`src/rtl/traffic_signal_controller_if.sv`:
```
// Intersection bus: request/preemption inputs to the phase sequencer and the
// shared signal-position, clearance, countdown and blink outputs it drives.
interface traffic_signal_controller_if;
    logic       Tick;
    logic [3:0] Car_req;
    logic       Emergency;
    logic [1:0] Emergency_dir;
    logic [1:0] Signal_Pos;
    logic       light_out_time;
    logic [4:0] Time_left;
    logic       CLK_4Hz;

    modport master (
        output Tick, Car_req, Emergency, Emergency_dir,
        input  Signal_Pos, light_out_time, Time_left, CLK_4Hz
    );

    modport slave (
        input  Tick, Car_req, Emergency, Emergency_dir,
        output Signal_Pos, light_out_time, Time_left, CLK_4Hz
    );
endinterface

```
`src/rtl/traffic_signal_controller.sv`:
```
// Four-approach phase sequencer: round-robin green to waiting approaches with
// min/max green, all-red clearance between greens, emergency preemption, and
// a free-running blink clock for the car blocks.
module traffic_signal_controller #(
    parameter int unsigned GREEN_MIN  = 5,
    parameter int unsigned GREEN_MAX  = 15,
    parameter int unsigned CLEAR_TIME = 2,
    parameter int unsigned BLINK_HALF = 6250000
) (
    input  logic                        CLK,
    input  logic                        Reset,
    traffic_signal_controller_if.slave  bus
);
    localparam logic [0:0] ST_CLEAR = 1'b0;
    localparam logic [0:0] ST_GREEN = 1'b1;

    localparam int unsigned   BW         = (BLINK_HALF > 1) ? $clog2(BLINK_HALF) : 1;
    localparam logic [BW-1:0] BLINK_LAST = BW'(BLINK_HALF - 1);

    localparam logic [5:0] G_MIN6 = 6'(GREEN_MIN);
    localparam logic [5:0] G_MAX6 = 6'(GREEN_MAX);
    localparam logic [5:0] CLR6   = 6'(CLEAR_TIME);
    localparam logic [4:0] G_MAX5 = 5'(GREEN_MAX);
    localparam logic [4:0] CLR5   = 5'(CLEAR_TIME);

    logic [0:0]    state_q, state_d;
    logic [1:0]    signal_pos_q, signal_pos_d;
    logic          light_q, light_d;
    logic [4:0]    elapsed_q, elapsed_d;
    logic [4:0]    time_left_q, time_left_d;
    logic [BW-1:0] blink_cnt_q, blink_cnt_d;
    logic          clk_4hz_q, clk_4hz_d;
    logic          preempt_q, preempt_d;

    logic [1:0] next_pos;
    logic [1:0] cand;
    logic       found;
    logic       contender;
    logic [5:0] elapsed_inc;
    logic [4:0] limit;

    assign contender   = |(bus.Car_req & ~(4'b0001 << signal_pos_q));
    assign elapsed_inc = {1'b0, elapsed_q} + 6'd1;

    // Next-green selection: emergency direction, else round-robin search, else pos+1
    always_comb begin
        next_pos = signal_pos_q + 2'd1;
        found    = 1'b0;
        cand     = '0;
        for (int unsigned k = 1; k <= 4; k++) begin
            cand = signal_pos_q + 2'(k);
            if (!found && bus.Car_req[cand]) begin
                next_pos = cand;
                found    = 1'b1;
            end
        end
        if (preempt_q || bus.Emergency) begin
            next_pos = bus.Emergency_dir;
        end
    end

    // Phase state machine, elapsed-tick counter and registered countdown
    always_comb begin
        state_d      = state_q;
        signal_pos_d = signal_pos_q;
        elapsed_d    = elapsed_q;
        preempt_d    = preempt_q;
        if (state_q == ST_CLEAR) begin
            if (bus.Tick) begin
                if (elapsed_inc == CLR6) begin
                    state_d      = ST_GREEN;
                    signal_pos_d = next_pos;
                    elapsed_d    = '0;
                    preempt_d    = 1'b0;
                end else begin
                    elapsed_d = elapsed_inc[4:0];
                end
            end
        end else begin
            if (bus.Emergency && (bus.Emergency_dir != signal_pos_q)) begin
                // Preemption needs no Tick and ignores minimum green
                state_d   = ST_CLEAR;
                elapsed_d = '0;
                preempt_d = 1'b1;
            end else if (bus.Emergency) begin
                if (bus.Tick) begin
                    elapsed_d = (elapsed_inc >= G_MAX6) ? G_MAX5 : elapsed_inc[4:0];
                end
            end else if (bus.Tick) begin
                if (((elapsed_inc >= G_MIN6) && contender) || (elapsed_inc >= G_MAX6)) begin
                    state_d   = ST_CLEAR;
                    elapsed_d = '0;
                end else begin
                    elapsed_d = elapsed_inc[4:0];
                end
            end
        end
        light_d     = (state_d == ST_CLEAR);
        limit       = (state_d == ST_CLEAR) ? CLR5 : G_MAX5;
        time_left_d = (elapsed_d >= limit) ? '0 : (limit - elapsed_d);
    end

    // Blink divider: toggles the output each time the counter wraps
    always_comb begin
        if (blink_cnt_q == BLINK_LAST) begin
            blink_cnt_d = '0;
            clk_4hz_d   = ~clk_4hz_q;
        end else begin
            blink_cnt_d = blink_cnt_q + BW'(1);
            clk_4hz_d   = clk_4hz_q;
        end
    end

    // State registers with asynchronous reset to the clearance phase
    always_ff @(posedge CLK or posedge Reset) begin
        if (Reset) begin
            state_q      <= ST_CLEAR;
            signal_pos_q <= 2'd3;
            light_q      <= 1'b1;
            elapsed_q    <= '0;
            time_left_q  <= CLR5;
            blink_cnt_q  <= '0;
            clk_4hz_q    <= 1'b0;
            preempt_q    <= 1'b0;
        end else begin
            state_q      <= state_d;
            signal_pos_q <= signal_pos_d;
            light_q      <= light_d;
            elapsed_q    <= elapsed_d;
            time_left_q  <= time_left_d;
            blink_cnt_q  <= blink_cnt_d;
            clk_4hz_q    <= clk_4hz_d;
            preempt_q    <= preempt_d;
        end
    end

    assign bus.Signal_Pos     = signal_pos_q;
    assign bus.light_out_time = light_q;
    assign bus.Time_left      = time_left_q;
    assign bus.CLK_4Hz        = clk_4hz_q;
endmodule

```
`src/flat_wrapper.sv`:
```
// flat-port wrapper written by rule: the top's interface ports become plain ports
module traffic_signal_controller_flat 
#(
    parameter int unsigned GREEN_MIN  = 5,
    parameter int unsigned GREEN_MAX  = 15,
    parameter int unsigned CLEAR_TIME = 2,
    parameter int unsigned BLINK_HALF = 6250000
)
  (CLK, Reset, bus_Tick, bus_Car_req, bus_Emergency, bus_Emergency_dir, bus_Signal_Pos, bus_light_out_time, bus_Time_left, bus_CLK_4Hz);
  traffic_signal_controller_if bus_i ();
  input  logic CLK;
  input  logic Reset;
  input wire logic [$bits(bus_i.Tick)-1:0] bus_Tick;
  input wire logic [$bits(bus_i.Car_req)-1:0] bus_Car_req;
  input wire logic [$bits(bus_i.Emergency)-1:0] bus_Emergency;
  input wire logic [$bits(bus_i.Emergency_dir)-1:0] bus_Emergency_dir;
  output wire logic [$bits(bus_i.Signal_Pos)-1:0] bus_Signal_Pos;
  output wire logic [$bits(bus_i.light_out_time)-1:0] bus_light_out_time;
  output wire logic [$bits(bus_i.Time_left)-1:0] bus_Time_left;
  output wire logic [$bits(bus_i.CLK_4Hz)-1:0] bus_CLK_4Hz;
  assign bus_i.Tick = bus_Tick;
  assign bus_i.Car_req = bus_Car_req;
  assign bus_i.Emergency = bus_Emergency;
  assign bus_i.Emergency_dir = bus_Emergency_dir;
  assign bus_Signal_Pos = bus_i.Signal_Pos;
  assign bus_light_out_time = bus_i.light_out_time;
  assign bus_Time_left = bus_i.Time_left;
  assign bus_CLK_4Hz = bus_i.CLK_4Hz;
  traffic_signal_controller #(.GREEN_MIN(GREEN_MIN), .GREEN_MAX(GREEN_MAX), .CLEAR_TIME(CLEAR_TIME), .BLINK_HALF(BLINK_HALF)) u_core (.CLK(CLK), .Reset(Reset), .bus(bus_i));
endmodule
```
`config.mk`:
```
export PLATFORM = sky130hd
export DESIGN_NAME = traffic_signal_controller_flat
export DESIGN_NICKNAME = d
export VERILOG_FILES = /design/src/rtl/traffic_signal_controller_if.sv /design/src/rtl/traffic_signal_controller.sv /design/src/flat_wrapper.sv
export SDC_FILE = /design/constraint.sdc
export NUM_CORES = 1
export LEC_CHECK = 0
export ABC_AREA = 1
export CAP_MARGIN = 30
export CORE_MARGIN = 4
export CORE_UTILIZATION = 38
export CTS_BUF_LIST = sky130_fd_sc_hd__clkbuf_8 sky130_fd_sc_hd__clkbuf_16
export CTS_CLUSTER_DIAMETER = 50
export DETAILED_ROUTE_END_ITERATION = 8
export GPL_TIMING_DRIVEN = 0
export MAX_ROUTING_LAYER = met4
export SKIP_CTS_REPAIR_TIMING = 1
export SLEW_MARGIN = 15
export SYNTH_ARGS = -nofsm -noshare
export SYNTH_HDL_FRONTEND = slang
export SYNTH_SLANG_ARGS = --single-unit
```
`constraint.sdc`:
```
create_clock -name CLK -period 7.5 [get_ports CLK]
set_input_delay 0.75 -clock CLK [delete_from_list [all_inputs] [get_ports CLK]]
set_output_delay 0.75 -clock CLK [all_outputs]
set_load 0.1 [all_outputs]
```
After elaboration in Yosys (flattened, before gate mapping)
Index checks and enable logic that the tools add are counted.

operators by class
  $add $sub $neg = 6
  equal/unequal tests = 5
  reduce and logical (&&, ||, !) cells = 15
  shifts and indexed selects = 1
  order comparisons = 7
  mux-type cells = 38
  bitwise operators = 5

operators with widths
  cell                     count
  $mux W5                  10
  $add A23 B1 Y23 const B  1
  $eq A23 B23 Y1 const B   1
  $mux W23                 1
  $mux W1                  18
  $lt A2 B3 Y1 const B     4
  $bmux W1 S2              4
  $mux W2                  4
  $add A5 B1 Y6 const B    1
  $eq A6 B2 Y1 const B     1
  $ge A6 B3 Y1 const B     1
  $ge A6 B4 Y1 const B     1
  $ge A5 B5 Y1             1
  $logic_and A1 B1 Y1      5
  $sub A5 B5 Y5            1
  $add A2 B2 Y2 const B    2
  $and A4 B4 Y4            1
  $mux W4                  1
  $ne A2 B2 Y1 const B     2
  $not A4 Y4               1
  $reduce_and A4 Y1        1
  $reduce_bool A2 Y1       2
  $reduce_or A4 Y1         1
  $shl A1 B2 Y4 const A    1
  6 further kinds          11

storage, ports and cells
  output and inout bits = 9
  flip-flop bits (word level) = 39

Logic depth before layout (Yosys ltp)
  depth after elaboration = 14
  mapped depth = 20
  depth with buffers taken out = 20

Worst setup path after synthesis
OpenSTA, ideal clock, no wires.

  path kind = flip-flop to flip-flop
  start = register u_core.signal_pos_q[0], in the netlist u_core.bus.Signal_Pos[0]
  end = register u_core.time_left_q[1], in the netlist u_core.bus.Time_left[1]
  setup slack = 4.544 ns
  buffers on the path = 1
  required time = 7.433 ns
  setup time = 0.067 ns
  data arrival time = 2.889 ns
  stages on the path, launching flop included = 19
  path through = dfstp_2 buf_2 inv_1 ha_1 o21ai_0 nor2_1 nand2_1 nand2_1 nand2_1 nand2_2 nand2_1 o21ai_0 ha_1 inv_1 nor2_1 nand4_1 nand3_1 nand2_2 nor2_1

between the ends
  word-level cells in the longest chain between the ends = 14
  elaborated cells on any way between the ends = 22
  classes of those cells = add/sub: 1; order compare: 1; eq/ne: 1; shift: 1; mux: 12; bitwise: 2; reduce/logical: 4

RTL lines
  what                                                  line                              text
  from (decl)                                           traffic_signal_controller.sv:27   logic [1:0] signal_pos_q, signal_pos_d;
  from (signal assigned)                                traffic_signal_controller.sv:127  signal_pos_q <= signal_pos_d;
  $shl A1 B2 Y4                                         traffic_signal_controller.sv:42   assign contender = |(bus.Car_req & ~(4'b0001 << signal_pos_q));
  $not A4 Y4                                            traffic_signal_controller.sv:42
  $and A4 B4 Y4                                         traffic_signal_controller.sv:42
  $reduce_or A4 Y1                                      traffic_signal_controller.sv:42
  $logic_and A1 B1 Y1                                   traffic_signal_controller.sv:90   if (((elapsed_inc >= G_MIN6) && contender) || (elapsed_inc >= G_MAX6)) begin
  $logic_or A1 B1 Y1                                    traffic_signal_controller.sv:90
  $mux W1                                               traffic_signal_controller.sv:90
  $mux W1                                               traffic_signal_controller.sv:89   end else if (bus.Tick) begin
  $mux W1                                               traffic_signal_controller.sv:85   end else if (bus.Emergency) begin
  $mux W1 *                                             traffic_signal_controller.sv:80   if (bus.Emergency && (bus.Emergency_dir != signal_pos_q)) begin
  $mux W1 *                                             traffic_signal_controller.sv:68   if (state_q == ST_CLEAR) begin
  net u_core.state_d                                    traffic_signal_controller.sv:26   logic [0:0] state_q, state_d;
  $mux W4 *                                             traffic_signal_controller.sv:99   limit = (state_d == ST_CLEAR) ? CLR5 : G_MAX5;
  $sub A5 B5 Y5 / $ge A5 B5 Y1 (equally long branches)  traffic_signal_controller.sv:100  time_left_d = (elapsed_d >= limit) ? '0 : (limit - elapsed_d);
  $mux W5 *                                             traffic_signal_controller.sv:100
  net u_core.time_left_d[1]                             traffic_signal_controller.sv:30   logic [4:0] time_left_q, time_left_d;
  to (signal assigned)                                  traffic_signal_controller.sv:130  time_left_q <= time_left_d;
  to (decl)                                             traffic_signal_controller.sv:30

The timed path passes the listed nets; every way through them passes the cells marked *.
A chain may end at the register's enable or synchronous reset.

Worst setup path after layout
  start = register u_core.elapsed_q[0]
  end = register u_core.time_left_q[0], in the netlist u_core.bus.Time_left[0]

between the ends
  word-level cells in the longest chain between the ends = 12
  elaborated cells on any way between the ends = 26
  classes of those cells = add/sub: 2; order compare: 3; eq/ne: 1; mux: 18; reduce/logical: 2

RTL lines
  what                                                  line                              text
  from (decl)                                           traffic_signal_controller.sv:29   logic [4:0] elapsed_q, elapsed_d;
  from (signal assigned)                                traffic_signal_controller.sv:129  elapsed_q <= elapsed_d;
  $add A5 B1 Y6                                         traffic_signal_controller.sv:43   assign elapsed_inc = {1'b0, elapsed_q} + 6'd1;
  $ge A6 B3 Y1                                          traffic_signal_controller.sv:90
  $logic_and A1 B1 Y1                                   traffic_signal_controller.sv:90
  $logic_or A1 B1 Y1                                    traffic_signal_controller.sv:90
  $mux W1                                               traffic_signal_controller.sv:90
  $mux W1                                               traffic_signal_controller.sv:89
  $mux W1                                               traffic_signal_controller.sv:85
  $mux W1                                               traffic_signal_controller.sv:80
  $mux W1                                               traffic_signal_controller.sv:68
  $mux W4                                               traffic_signal_controller.sv:99
  $sub A5 B5 Y5 / $ge A5 B5 Y1 (equally long branches)  traffic_signal_controller.sv:100
  $mux W5 *                                             traffic_signal_controller.sv:100
  net u_core.time_left_d[0]                             traffic_signal_controller.sv:30

Marked as above.

==> impl_metrics.csv <==
group,metric,value,unit
power_and_ir_drop,leakagePower,1.50,nW
final_layout,fin_util,44.9,%
logic_synthesis,synth_top_area_share,32.9,%
power_and_ir_drop,peakVddDrop,0.205,mV
logic_synthesis,synthCells,369,
power_and_ir_drop,p_sw_share,48.3,%
critical_path,crit_start,"u_core.elapsed_q[0]",
floorplan,core_region_area,6790,µm²
clock_tree,clk_pin_slew,0.07,ns
final_layout,final_nets,417,
power_and_ir_drop,p_seq_share,31.8,%
logic_synthesis,yosysTopAreaCell,"dfrtp_1",
critical_path,cp-end-kind,"flop",
critical_path,endpoint,"u_core.bus.Time_left[0]",
floorplan,rows,30,
critical_path,path_cells,"ha_1 > nand3_1 > nand2_2 > nand2_1 > nand2_1 > nor2_1 > nand2_1 > o21ai_0 > o22ai_1 > nand2_1 > nand3_1 > ha_1 > inv_1 > nor2_1 > nand4_1 > nand3_1 > nand2_2 > nor2_1",
sta,setup_violations,0,
route,vias,2365,
route,drt_iter0_drc,67,
critical_path,critPathMaxFanout,7,
clock_tree,cts_sinks,39,
final_layout,multi_input_area,1380,µm²
critical_path,r2r_setup_slack,4.59,ns
final_layout,n_antenna_cell,0,
logic_synthesis,syn_area,2660,µm²
global_route,grt_usage,14.6,%
logic_synthesis,ys.warnings.count,0,
clock_tree,clk_latency,0.29,ns
global_route,grt-ovfl-total,0,
critical_path,worst_r2r_endpoint,"u_core.bus.Time_left[0]",
logic_synthesis,syn_avg_cell_area,7.21,µm²
clock_tree,ctsRootBufferMaster,"clkbuf_8",
floorplan,die_h,91.7,µm
final_layout,drive_gt1_share,9.87,%
logic_synthesis,ys_types,39,
route,route.met3.wl,248,µm
logic_synthesis,syn_nets,392,
sta,finalWorstSetupSlack,4.59,ns
global_route,grt_pass1_wl,9830,µm
critical_path,timing.rr.start,"u_core.elapsed_q[0]",
power_and_ir_drop,power_frac_comb,52.8,%
floorplan,start_util,39.2,%
global_route,grt_max_degree,26,
critical_path,crit_path_frequent_cell,"nand2_1",
clock_tree,cts_made_buffers,5,
global_route,grt_antenna_before_repair,0,
critical_path,critPathKind,"flop to flop",
critical_path,crit_path_max_incr_delay,0.46,ns
critical_path,cp_slowest_cell,"dfrtp_1",
route,drc,0,
route,met1_length,2730,µm
flow_run,maxCapViolCount,0,
critical_path,reg2reg_depth,18,
critical_path,critPathLaunchType,"flop",
route,vias_per_cell,4.82,
sta,worst_slew_pin_slew,0.992,ns
sta,hold_violations,0,
status,status,"complete, no violations",
critical_path,crit_cells,18,
route,maxUsedRoutingLayer,"met4",
placement,hpwl,4360,µm
sta,slew_headroom,33.7,%
route,drt_pass1_iterations,4,
logic_synthesis,ys_seq_elements,39,
sta,finalSetupTns,0,ns
final_layout,seqCellArea,981,µm²
logic_synthesis,synth.top_cells.by_area,"dfrtp_1 33%, nand2_1 12%, inv_1 9.7%",
floorplan,dieArea,8410,µm²
critical_path,critical_path_buf_inv_count,1,
clock_tree,htreeDepth,2,
sta,max_freq,0.343,GHz
sta,rsz0062_at_grt,"false",
route,wl_met2,2580,µm
placement,place_worst_setup_slack,4.32,ns
power_and_ir_drop,pwr-share-clk,15.4,%
route,avgRoutedWirePerCell,11.5,µm
sta,layout_min_cycle_time,2.91,ns
sta,drv_slew,0,
clock_tree,cts_tree,"done",
critical_path,crit_family,"simple AND/OR/NAND/NOR gates",
floorplan,ios,19,
final_layout,fillerInstances,685,
clock_tree,cts.path.max_buffers,2,
final_layout,area_growth_syn_to_layout,14.7,%
sta,clock_skew,0.00285,ns
placement,io_buffers,17,
route,ant_nets,0,
power_and_ir_drop,p_sw,0.422,mW
critical_path,cp.required,7.72,ns
global_route,grt_pass1_vias,2167,
critical_path,worstPathArrival,3.13,ns
route,wirelength,5630,µm
power_and_ir_drop,power.internal,0.451,mW
logic_synthesis,ys_seq_area_share,36.9,%
sta,fin_crit_sh,38.8,%
floorplan,dieWidth,91.7,µm
hold_path,hold_class,"flop to flop",
placement,gp_congestion,0.874,
power_and_ir_drop,pwr_density_cell,286,nW/µm²
==> routing by layer <==
metal  global-route usage, %  vias up
li1                        -     1233
met1                    19.6     1083
met2                    22.4       44
met3                    2.71        5
met4                    4.65        0
met5                       -        -
==> kinds of logic after synthesis <==
logic type / count (synthesis) / synth area share [%]
simple gates: 181 / 31.9
compound gates: 49 / 10.5
flops: 39 / 36.9
buf+inv: 77 / 11.3
xor+xnor: 10 / 3.29
fa+ha+maj: 13 / 6.11
==> state kept, by name, summed over array words and instances (netlist names) <==
name,cells
u_core.blink_cnt_q,23
u_core.bus.Time_left,5
u_core.elapsed_q,5
u_core.bus.Signal_Pos,2
u_core.bus.CLK_4Hz,1
u_core.bus.light_out_time,1
u_core.preempt_q,1
u_core.state_q,1
==> placed cells by master (no fill, tap or decap), types with 2 or more instances in the layout <==
cell type	instances
nand3_1	19
xor2_1	8
clkbuf_1	2
dfrtp_1	35
ha_1	13
inv_1	70
o21ai_0	22
buf_2	3
clkdlybuf4s50_1	17
nand2_1	87
nor3_1	7
o22ai_1	2
xnor2_1	2
clkbuf_8	5
a21oi_1	12
nand4_1	12
a31oi_1	2
dfstp_2	4
nor4_1	7
inv_2	3
nand2_2	5
nor3_2	3
nor2_1	29
o21ai_1	3
nor2_2	5
==> power groups by stage <==
stage / Clock [mW] / Sequential (mW) / Combinational (mW)
floorplan: 0 / 0.368 / 0.273
global placement: 0 / 0.282 / 0.453
detailed placement: 0 / 0.282 / 0.459
CTS: 0.140 / 0.278 / 0.461
global route: 0.149 / 0.283 / 0.521
finish: 0.134 / 0.277 / 0.461
==> metrics by stage <==
step	hold WS [ns]	power [mW]	cells	instance area, µm²
detailed placement	0.464	0.741	483	2970
CTS	0.478	0.879	491	3050
global placement	0.460	0.735	482	2950
finish	0.473	0.873	491	3050
floorplan	0.440	0.642	369	2660
global route	0.496	0.953	491	3050
==> Yosys cell counts <==
cell,number
a21oi_2,1
xnor2_1,2
nor3_1,7
buf_6,1
nand2_1,87
o22ai_1,2
o21ai_2,1
o21ai_1,3
nor2_4,1
dfstp_2,4
o221ai_1,1
nor4_2,1
o21a_1,1
a221oi_1,1
nor4_1,7
a21oi_1,12
nor3_2,3
a22oi_1,1
or2_4,1
nor2_2,5
nand2_2,5
o211ai_1,1
nand3b_1,1
inv_2,2
or3_1,1
xor2_1,8
clkbuf_1,2
a211oi_2,1
nand3_2,1
nor3_4,1
inv_1,69
nor2_1,29
ha_1,13
nand4_1,12
nand3_1,19
o21ai_0,22
a31oi_1,2
buf_2,3
dfrtp_1,35
==> worst min path at each step <==
stage / from / endpoint / slack (ns) / cells after the start
floorplan: u_core.blink_cnt_q[22] / u_core.blink_cnt_q[22] / 0.44 / 1
global placement: u_core.bus.CLK_4Hz / u_core.bus.CLK_4Hz / 0.46 / 1
detailed placement: u_core.bus.CLK_4Hz / u_core.bus.CLK_4Hz / 0.46 / 1
CTS: u_core.bus.CLK_4Hz / u_core.bus.CLK_4Hz / 0.48 / 1
global route: u_core.blink_cnt_q[22] / u_core.blink_cnt_q[22] / 0.50 / 1
finish: u_core.blink_cnt_q[22] / u_core.blink_cnt_q[22] / 0.47 / 1
==> cell type report <==
cell class              count  area share [%]
plain buffers               6            1.11
clock buffers               5            2.25
clock inverters             3           0.410
inverters                  71            8.73
multi-input cells         253            45.2
flip-flops and latches     39            32.1
well taps                  96            3.93
repair buffers             18            6.23
No activity file was read; power rests on OpenSTA's default activity.
